<file path="config.mk">
export PLATFORM = sky130hd
export DESIGN_NAME = hazard_ctrl_unit_flat
export DESIGN_NICKNAME = d
export VERILOG_FILES = /design/src/rtl/hazard_ctrl_if.sv /design/src/rtl/hazard_ctrl_unit.sv /design/src/flat_wrapper.sv
export SDC_FILE = /design/constraint.sdc
export NUM_CORES = 1
export LEC_CHECK = 0
export ABC_AREA = 1
export BUFFER_PORTS_ARGS = -buffer_cell sky130_fd_sc_hd__buf_2
export CAP_MARGIN = 30
export CORE_MARGIN = 1
export CORE_UTILIZATION = 40
export CTS_CLUSTER_SIZE = 40
export DETAILED_ROUTE_END_ITERATION = 10
export PLACE_DENSITY = 0.68
export SETUP_SLACK_MARGIN = 0.5
export SLEW_MARGIN = 20
export SYNTH_ARGS = -nofsm -noshare
export SYNTH_HDL_FRONTEND = slang
export SYNTH_SLANG_ARGS = --single-unit
</file>
<file path="constraint.sdc">
create_clock -name clk -period 2.7 [get_ports clk]
set_input_delay 0.27 -clock clk [delete_from_list [all_inputs] [get_ports clk]]
set_output_delay 0.27 -clock clk [all_outputs]
set_load 0.02 [all_outputs]
</file>
<file path="src/rtl/hazard_ctrl_if.sv">
// hazard_ctrl_if
//   Bundles the pipeline hazard inputs and the stall/flush control outputs of
//   hazard_ctrl_unit.
//   slave  : the hazard controller (reads hazard info, drives controls)
//   master : the pipeline / environment (drives hazard info, reads controls)
//   Hazard info : id_ex_mem_read, id_ex_rd, if_id_rs1, if_id_rs2,
//                 if_id_use_rs1, if_id_use_rs2, branch_taken, imem_ready,
//                 mul_start, mul_done
//   Controls    : pc_write, if_id_write, if_id_flush, id_ex_write,
//                 id_ex_flush, ex_mem_flush, stall, mul_timeout
interface hazard_ctrl_if;
  logic       id_ex_mem_read;
  logic [4:0] id_ex_rd;
  logic [4:0] if_id_rs1;
  logic [4:0] if_id_rs2;
  logic       if_id_use_rs1;
  logic       if_id_use_rs2;
  logic       branch_taken;
  logic       imem_ready;
  logic       mul_start;
  logic       mul_done;

  logic       pc_write;
  logic       if_id_write;
  logic       if_id_flush;
  logic       id_ex_write;
  logic       id_ex_flush;
  logic       ex_mem_flush;
  logic       stall;
  logic       mul_timeout;

  modport slave (
    input  id_ex_mem_read, id_ex_rd, if_id_rs1, if_id_rs2,
           if_id_use_rs1, if_id_use_rs2, branch_taken, imem_ready,
           mul_start, mul_done,
    output pc_write, if_id_write, if_id_flush, id_ex_write,
           id_ex_flush, ex_mem_flush, stall, mul_timeout
  );

  modport master (
    output id_ex_mem_read, id_ex_rd, if_id_rs1, if_id_rs2,
           if_id_use_rs1, if_id_use_rs2, branch_taken, imem_ready,
           mul_start, mul_done,
    input  pc_write, if_id_write, if_id_flush, id_ex_write,
           id_ex_flush, ex_mem_flush, stall, mul_timeout
  );
endinterface

</file>
<file path="src/rtl/hazard_ctrl_unit.sv">
// hazard_ctrl_unit
//   Stall / flush controller for the 5-stage RISC-V pipeline. Resolves
//   load-use hazards, taken-branch flushes, fetch wait states and
//   multi-cycle multiply/divide stalls (with timeout abort). Holds the
//   pipeline flushed for RESET_HOLD cycles after reset release.
//   Ports:
//     clk    : clock, all state on rising edge
//     reset  : asynchronous active-low reset
//     hz     : hazard_ctrl_if.slave (hazard inputs, pipeline controls)
//     perf_stall_cycles / perf_flush_count : only with HAZARD_PERF_EN
//   Optional feature macro: HAZARD_PERF_EN (saturating performance counters).
module hazard_ctrl_unit #(
  parameter int RESET_HOLD  = 2,
  parameter int MUL_TIMEOUT = 64
) (
  input  logic          clk,
  input  logic          reset,
  hazard_ctrl_if.slave  hz
`ifdef HAZARD_PERF_EN
  ,
  output logic [31:0]   perf_stall_cycles,
  output logic [31:0]   perf_flush_count
`endif
);

  localparam int MAX_CNT = (RESET_HOLD > MUL_TIMEOUT) ? RESET_HOLD : MUL_TIMEOUT;
  localparam int CNT_W   = ($clog2(MAX_CNT + 1) > 8) ? $clog2(MAX_CNT + 1) : 8;

  localparam logic [1:0] ST_INIT     = 2'd0;
  localparam logic [1:0] ST_RUN      = 2'd1;
  localparam logic [1:0] ST_MUL_WAIT = 2'd2;

  localparam logic [CNT_W-1:0] HOLD_LAST = CNT_W'(RESET_HOLD - 1);
  localparam logic [CNT_W-1:0] TMO_LAST  = CNT_W'(MUL_TIMEOUT - 1);

  logic [1:0]       state_q, state_d;
  logic [CNT_W-1:0] cnt_q, cnt_d;

  logic luse;
  logic pc_write, if_id_write, if_id_flush;
  logic id_ex_write, id_ex_flush, ex_mem_flush, mul_timeout;

  // rd==x0 never creates a dependency since x0 is hard-wired to zero
  assign luse = hz.id_ex_mem_read && (hz.id_ex_rd != 5'd0) &&
                ((hz.if_id_use_rs1 && (hz.if_id_rs1 == hz.id_ex_rd)) ||
                 (hz.if_id_use_rs2 && (hz.if_id_rs2 == hz.id_ex_rd)));

  always_comb begin
    state_d      = state_q;
    cnt_d        = cnt_q;
    pc_write     = 1'b1;
    if_id_write  = 1'b1;
    if_id_flush  = 1'b0;
    id_ex_write  = 1'b1;
    id_ex_flush  = 1'b0;
    ex_mem_flush = 1'b0;
    mul_timeout  = 1'b0;

    case (state_q)
      ST_RUN: begin
        if (hz.branch_taken) begin
          if_id_flush = 1'b1;
          id_ex_flush = 1'b1;
        end else if (hz.mul_start && !hz.mul_done) begin
          // Freeze front end and feed bubbles into MEM while the unit works
          pc_write     = 1'b0;
          if_id_write  = 1'b0;
          id_ex_write  = 1'b0;
          ex_mem_flush = 1'b1;
          state_d      = ST_MUL_WAIT;
          cnt_d        = '0;
        end else if (hz.mul_start && hz.mul_done) begin
          // single-cycle completion: nothing to stall
        end else if (luse) begin
          pc_write    = 1'b0;
          if_id_write = 1'b0;
          id_ex_flush = 1'b1;
        end else if (!hz.imem_ready) begin
          // Hold PC and send a bubble into ID; downstream keeps draining
          pc_write    = 1'b0;
          if_id_flush = 1'b1;
        end
      end

      ST_MUL_WAIT: begin
        if (hz.mul_done) begin
          state_d = ST_RUN;
          cnt_d   = '0;
        end else if (cnt_q == TMO_LAST) begin
          // Abort: drop the faulted op and let the pipeline resume
          mul_timeout  = 1'b1;
          ex_mem_flush = 1'b1;
          state_d      = ST_RUN;
          cnt_d        = '0;
        end else begin
          pc_write     = 1'b0;
          if_id_write  = 1'b0;
          id_ex_write  = 1'b0;
          ex_mem_flush = 1'b1;
          cnt_d        = cnt_q + 1'b1;
        end
      end

      default: begin
        // ST_INIT (and any illegal encoding): hold the pipeline flushed
        pc_write     = 1'b0;
        if_id_write  = 1'b0;
        if_id_flush  = 1'b1;
        id_ex_write  = 1'b0;
        id_ex_flush  = 1'b1;
        ex_mem_flush = 1'b1;
        if (state_q != ST_INIT) begin
          state_d = ST_INIT;
          cnt_d   = '0;
        end else if (cnt_q == HOLD_LAST) begin
          state_d = ST_RUN;
          cnt_d   = '0;
        end else begin
          cnt_d = cnt_q + 1'b1;
        end
      end
    endcase
  end

  always_ff @(posedge clk or negedge reset) begin
    if (!reset) begin
      state_q <= ST_INIT;
      cnt_q   <= '0;
    end else begin
      state_q <= state_d;
      cnt_q   <= cnt_d;
    end
  end

  assign hz.pc_write     = pc_write;
  assign hz.if_id_write  = if_id_write;
  assign hz.if_id_flush  = if_id_flush;
  assign hz.id_ex_write  = id_ex_write;
  assign hz.id_ex_flush  = id_ex_flush;
  assign hz.ex_mem_flush = ex_mem_flush;
  assign hz.stall        = ~pc_write;
  assign hz.mul_timeout  = mul_timeout;

`ifdef HAZARD_PERF_EN
  function automatic logic [31:0] sat_inc(input logic [31:0] v);
    return (v == 32'hFFFF_FFFF) ? v : v + 32'd1;
  endfunction

  logic [31:0] perf_stall_q, perf_stall_d;
  logic [31:0] perf_flush_q, perf_flush_d;

  always_comb begin
    perf_stall_d = perf_stall_q;
    perf_flush_d = perf_flush_q;
    if (!pc_write && (state_q != ST_INIT))
      perf_stall_d = sat_inc(perf_stall_q);
    if ((state_q == ST_RUN) && hz.branch_taken)
      perf_flush_d = sat_inc(perf_flush_q);
  end

  always_ff @(posedge clk or negedge reset) begin
    if (!reset) begin
      perf_stall_q <= '0;
      perf_flush_q <= '0;
    end else begin
      perf_stall_q <= perf_stall_d;
      perf_flush_q <= perf_flush_d;
    end
  end

  assign perf_stall_cycles = perf_stall_q;
  assign perf_flush_count  = perf_flush_q;
`endif

endmodule

</file>
<file path="src/flat_wrapper.sv">
// flat-port wrapper written by rule: the top's interface ports become plain ports
module hazard_ctrl_unit_flat 
#(
  parameter int RESET_HOLD  = 2,
  parameter int MUL_TIMEOUT = 64
)
  (clk, reset, hz_id_ex_mem_read, hz_id_ex_rd, hz_if_id_rs1, hz_if_id_rs2, hz_if_id_use_rs1, hz_if_id_use_rs2, hz_branch_taken, hz_imem_ready, hz_mul_start, hz_mul_done, hz_pc_write, hz_if_id_write, hz_if_id_flush, hz_id_ex_write, hz_id_ex_flush, hz_ex_mem_flush, hz_stall, hz_mul_timeout);
  hazard_ctrl_if hz_i ();
  input  logic clk;
  input  logic reset;
  input wire logic [$bits(hz_i.id_ex_mem_read)-1:0] hz_id_ex_mem_read;
  input wire logic [$bits(hz_i.id_ex_rd)-1:0] hz_id_ex_rd;
  input wire logic [$bits(hz_i.if_id_rs1)-1:0] hz_if_id_rs1;
  input wire logic [$bits(hz_i.if_id_rs2)-1:0] hz_if_id_rs2;
  input wire logic [$bits(hz_i.if_id_use_rs1)-1:0] hz_if_id_use_rs1;
  input wire logic [$bits(hz_i.if_id_use_rs2)-1:0] hz_if_id_use_rs2;
  input wire logic [$bits(hz_i.branch_taken)-1:0] hz_branch_taken;
  input wire logic [$bits(hz_i.imem_ready)-1:0] hz_imem_ready;
  input wire logic [$bits(hz_i.mul_start)-1:0] hz_mul_start;
  input wire logic [$bits(hz_i.mul_done)-1:0] hz_mul_done;
  output wire logic [$bits(hz_i.pc_write)-1:0] hz_pc_write;
  output wire logic [$bits(hz_i.if_id_write)-1:0] hz_if_id_write;
  output wire logic [$bits(hz_i.if_id_flush)-1:0] hz_if_id_flush;
  output wire logic [$bits(hz_i.id_ex_write)-1:0] hz_id_ex_write;
  output wire logic [$bits(hz_i.id_ex_flush)-1:0] hz_id_ex_flush;
  output wire logic [$bits(hz_i.ex_mem_flush)-1:0] hz_ex_mem_flush;
  output wire logic [$bits(hz_i.stall)-1:0] hz_stall;
  output wire logic [$bits(hz_i.mul_timeout)-1:0] hz_mul_timeout;
  assign hz_i.id_ex_mem_read = hz_id_ex_mem_read;
  assign hz_i.id_ex_rd = hz_id_ex_rd;
  assign hz_i.if_id_rs1 = hz_if_id_rs1;
  assign hz_i.if_id_rs2 = hz_if_id_rs2;
  assign hz_i.if_id_use_rs1 = hz_if_id_use_rs1;
  assign hz_i.if_id_use_rs2 = hz_if_id_use_rs2;
  assign hz_i.branch_taken = hz_branch_taken;
  assign hz_i.imem_ready = hz_imem_ready;
  assign hz_i.mul_start = hz_mul_start;
  assign hz_i.mul_done = hz_mul_done;
  assign hz_pc_write = hz_i.pc_write;
  assign hz_if_id_write = hz_i.if_id_write;
  assign hz_if_id_flush = hz_i.if_id_flush;
  assign hz_id_ex_write = hz_i.id_ex_write;
  assign hz_id_ex_flush = hz_i.id_ex_flush;
  assign hz_ex_mem_flush = hz_i.ex_mem_flush;
  assign hz_stall = hz_i.stall;
  assign hz_mul_timeout = hz_i.mul_timeout;
  hazard_ctrl_unit #(.RESET_HOLD(RESET_HOLD), .MUL_TIMEOUT(MUL_TIMEOUT)) u_core (.clk(clk), .reset(reset), .hz(hz_i));
endmodule
</file>
# After elaboration in Yosys (flattened, before gate mapping)

Index checks and enable logic that the tools add are counted.

Bits in registers: 10
Input port bits: 24
Word-level logic and storage cells: 73
Bits in latches: 0
Bits in read-only memories: 0
Output and inout port bits: 8
Bits in writable memories: 0
Memories: 0

Shifts and indexed selects: 0
Multiplexer cells: 47
$lt $le $gt $ge: 0
Div/mod/pow operators: 0
Reductions and logical operators: 13
$add $sub $neg: 1
Multiply operators: 0
Equal/unequal tests: 9
Bitwise operators: 1

Operator list:

| cell                                                            | number |
|---|---|
| 8-bit two-way mux                                               | 6 |
| 1-bit two-way mux                                               | 27 |
| 8-bit case mux with 2 select lines                              | 1 |
| 2-bit two-way mux                                               | 6 |
| 1-bit case mux with 2 select lines                              | 6 |
| 5-bit == test                                                   | 2 |
| 8-bit by 1-bit adder with 8-bit output, second input constant   | 1 |
| 8-bit by 1-bit == test with 1-bit output, second input constant | 1 |
| 8-bit by 6-bit == test with 1-bit output, second input constant | 1 |
| 1-bit logical AND                                               | 6 |
| 5-bit nonzero test                                              | 1 |
| 2-bit case mux with 2 select lines                              | 1 |
| 4-bit AND reduction                                             | 1 |
| 4-bit nonzero test                                              | 1 |
| 3-bit by 2-bit != test with 1-bit output, second input constant | 1 |
| 2-bit by 1-bit == test with 1-bit output, second input constant | 1 |
| 2-bit == test, second input constant                            | 1 |
| 2-bit by 1-bit != test with 1-bit output, second input constant | 1 |
| 2-bit != test, second input constant                            | 1 |
| 2-bit AND reduction                                             | 1 |
| 2-bit nonzero test                                              | 1 |
| 1-bit zero test                                                 | 1 |
| 1-bit logical OR                                                | 1 |
| 1-bit NOT                                                       | 1 |

# Logic depth before layout (Yosys ltp)

Word-level depth: 10
Gate-level depth with buffers: 13
Mapped depth without buffers: 13

# Worst setup path before layout

Ideal clock, no wire load.

Path type: register to output
Start: register u_core.cnt_q[0]
End: output hz_pc_write
Required time: 2.430 ns
Path buffers: 0
Stages on the path, launching flop included: 10
Arrival: 1.462 ns
Slack: 0.968 ns
Cell sequence: dfrtp_1 ha_1 nand2_1 nor3_4 nand3_2 nand2_1 nand2_1 nand3b_1 inv_1 nor2_1

Cells in the longest elaborated chain, start to end: 4

RTL lines:

| element                                  | RTL line                | RTL |
|---|---|---|
| start, declared                          | hazard_ctrl_unit.sv:37  | `logic [CNT_W-1:0] cnt_q, cnt_d;` |
| start signal, assigned                   | hazard_ctrl_unit.sv:131 | `cnt_q <= cnt_d;` |
| 8-bit by 6-bit == test with 1-bit output | hazard_ctrl_unit.sv:89  | `end else if (cnt_q == TMO_LAST) begin` |
| 1-bit two-way mux                        | hazard_ctrl_unit.sv:89  |  |
| 1-bit two-way mux                        | hazard_ctrl_unit.sv:86  | `if (hz.mul_done) begin` |
| 1-bit case mux with 2 select lines       | hazard_ctrl_unit.sv:59  | `case (state_q)` |
| end, declared                            | flat_wrapper.sv:21      | `output wire logic [$bits(hz_i.pc_write)-1:0] hz_pc_write;` |

No other way between the ends.

# Final worst setup path

Ends and elaborated chain as after synthesis.

==> impl_metrics.py <==
metrics = {
    "synthesis": {
        "ys_seq_area_share_pct": 25.8,
        "async_flop_share_pct": 100,
        "syn-num-nets": 188,
        "synthesis.area_um2": 970,
        "synth-edff-count": 0,
        "syn_avg_cell_area_um2": 6.10,
        "yosysUniqueCellTypes": 25,
        "synth_warnings": 0,
        "synth.largest_area_cell": "dfrtp_1",
        "ys_ff_latch": 10,
        "synth_top_area_share_pct": 25.8,
        "yosysMostFrequentCell": "nand2_1",
        "yosys_most_used_dff": "dfrtp_1",
        "synthCells": 159,
        "synthTopCellsByArea": "dfrtp_1 (26%), nand2_1 (19%), inv_1 (13%), ha_1 (6.5%), nor2_1 (6.2%)",
        "synth_common_cells": "nand2_1 (49), inv_1 (34), nor2_1 (16)",
    },
    "worst_setup_path": {
        "r2r_cells": 8,
        "criticalPathCategory": "flop to output pin",
        "rr_startpoint": "u_core.state_q[1]",
        "crit_top_cell": "nand2_1",
        "crit_fanout": 4,
        "slowest_stage": "dfrtp_1",
        "path_buf_inv": 2,
        "critPathMaxStageDelay_ns": 0.40,
        "setup.worst_path.start": "u_core.cnt_q[0]",
        "path_delay_family": "simple AND/OR/NAND/NOR gates",
        "arrival_ns": 1.82,
        "cp_num_cells": 10,
        "startpoint_type": "flop",
        "worstPathRequired_ns": 2.43,
        "setup.worst_path.end_class": "output pin",
        "path_cells": "ha_2 > nand2_2 > nor3_4 > nand3_2 > nand2_1 > nand2_1 > nand3b_1 > inv_1 > nor2_1 > buf_4",
    },
    "cells_and_area": {
        "multi_input_area_um2": 586,
        "synthToLayoutAreaGrowth_pct": 26.7,
        "final_cells": 225,
        "fin_nets": 227,
        "final_core_util_pct": 54.5,
        "fillers": 236,
        "diodes": 0,
        "drive_above_1_share_pct": 24.4,
        "area.sequential_um2": 250,
    },
    "clocking": {
        "cts_tree": "yes",
        "cts.sinks": 10,
        "clkLatencyLatePin_ns": 0.27,
        "clockBufferDepth": 2,
        "clockRootBuffer": "clkbuf_4",
        "htree_levels": 1,
        "cts_made_buffers": 3,
        "clk_pin_slew_ns": 0.07,
    },
    "route": {
        "ant_nets": 0,
        "drt_pass1_iterations": 4,
        "drt-total-wl_mm": 2.15,
        "wire_per_inst_um": 9.57,
        "vias": 1039,
        "drc": 0,
        "drt_iter0_drc": 15,
        "viasPerCell": 4.62,
    },
    "grt": {
        "globalRouteOverflowTotal": 0,
        "grtUsageTotal_pct": 18.7,
        "grt_max_degree": 12,
        "grt_pass1_vias": 934,
        "grt_pass1_wl_mm": 3.76,
        "antenna_found_initial": 0,
    },
    "floorplanning": {
        "dieWidth_um": 51.2,
        "design.die.area_mm2": 0.00263,
        "core_mm2": 0.00225,
        "io_pins": 32,
        "initial_core_util_pct": 43.0,
        "std_cell_rows": 17,
        "die_h_um": 51.2,
    },
    "power": {
        "p_per_area_mw_per_mm2": 276,
        "ir_drop_mv": 0.193,
        "leakagePower_nw": 0.713,
        "power.total_mw": 0.340,
    },
    "placement": {
        "port_buffers": 31,
        "dpl.cell_count": 217,
        "place_ws_ns": 0.899,
        "dp.final_hpwl_mm": 1.78,
        "routabilityCongestion": 0.842,
    },
    "flow_run": {
        "maxCapViolCount": 0,
    },
    "timing": {
        "fin_crit_ns": 2.09,
        "hold_viol_final": 0,
        "rsz0062_at_grt": "no",
        "fin_worst_skew_ns": 0.00498,
        "timing.fmax_mhz": 480,
        "setup_viol": 0,
        "fin_crit_sh_pct": 77.2,
        "fin_tns_setup_ns": 0,
        "worst_pin_slew_ns": 0.330,
        "drv_slew": 0,
        "finalWorstSetupSlack_ns": 0.615,
        "slew_headroom_pct": 77.9,
    },
    "run_status": {
        "status": "finished, final reports clean",
    },
    "worst_hold_path": {
        "hold_class": "primary input to async pin",
    },
}
-- registers in the layout (all words and copies together) (netlist names) --
name            count
u_core.cnt_q        8
u_core.state_q      2
-- layer usage --
layer / vias to the layer above / routed length, um / share of wire, % / GRT usage (%)
met5: - / 0 / 0 / 0
met4: 0 / 9 / 0.42 / 4.05
met3: 2 / 95 / 4.4 / 5.36
met2: 18 / 935 / 43 / 28.1
met1: 452 / 1110 / 52 / 26.4
li1: 567 / - / - / -
-- cells by family after synthesis --
| family | Yosys count | synth area share [%] |
|---|---|---|
| multiplexers | 1 | 1.03 |
| AO/OA/AOI/OAI | 18 | 10.6 |
| adder cells (fa/ha/maj) | 5 | 6.45 |
| flip-flops | 10 | 25.8 |
| XOR/XNOR | 2 | 1.81 |
| AND/OR/NAND/NOR | 87 | 40.0 |
| buffers and inverters | 36 | 14.3 |
-- layout by cell type (no fill, tap or decap) --
cell type and n:
a21o_2 1, buf_2 30, mux2i_1 1, clkbuf_8 1, o22ai_1 1, dfrtp_1 10
inv_1 34, ha_1 4, ha_2 1, a31oi_1 1, a21oi_1 5, nand4_1 2
o21ai_2 1, or2_1 1, nand2_1 48, inv_2 1, nand3b_1 2, nor3_1 3
o211ai_1 1, xor2_1 2, nor3_4 1, nand2_2 3, nor2_4 1, nor2_1 16
o21ai_0 8, buf_4 4, clkbuf_4 3, nand3_1 9, dlygate4sd3_1 1, nand3_2 1
-- power by group --
group          leakage, nW  total [mW]  switching, mW  internal [mW]
combinational        0.567      0.0543         0.0302         0.0241
clock               0.0210       0.136         0.0537         0.0819
sequential           0.125       0.150              0          0.150
-- repair_timing --
| action | 4_1_cts | 5_1_grt |
|---|---|---|
| endpoints found under the hold margin | 10 | 0 |
| gates resized for setup | 0 | 3 |
| buffers inserted | 0 | 3 |
| endpoints found under the setup margin | 0 | 3 |
| hold buffers | 1 | 0 |
-- final cells by class --
type	instances	area share, %
inverter	35	10.7
sequential	10	20.4
timing repair buffer	35	15.5
clock buffer	4	2.95
multi-input combinational	113	47.7
tap	28	2.85
-- worst register-to-register path: cells and delay by family, from the launching register on --
family / cells / cell delay [ns]
fa+ha+maj: 1 / 0.24
buf+inv: 1 / 0.06
flops: 1 / 0.36
simple gates: 6 / 1.00
-- path summary, 6_finish.rpt --
path                                     end  slack [ns]
min                          u_core.cnt_q[5]        0.38
max reg2reg                  u_core.cnt_q[7]        0.93
max in group asynchronous  u_core.state_q[0]        2.12
max                              hz_pc_write        0.61
min in group clk             u_core.cnt_q[1]        0.51
min reg2reg                u_core.state_q[1]        0.52
-- stage by stage --
stage	instance area [um2]	hold slack, ns
after floorplan	970	-0.0256
after global placement	1150	0.137
after detailed placement	1150	0.145
after CTS	1200	0.389
after global routing	1230	0.419
final	1230	0.385
(Power assumes the default switching activity.)
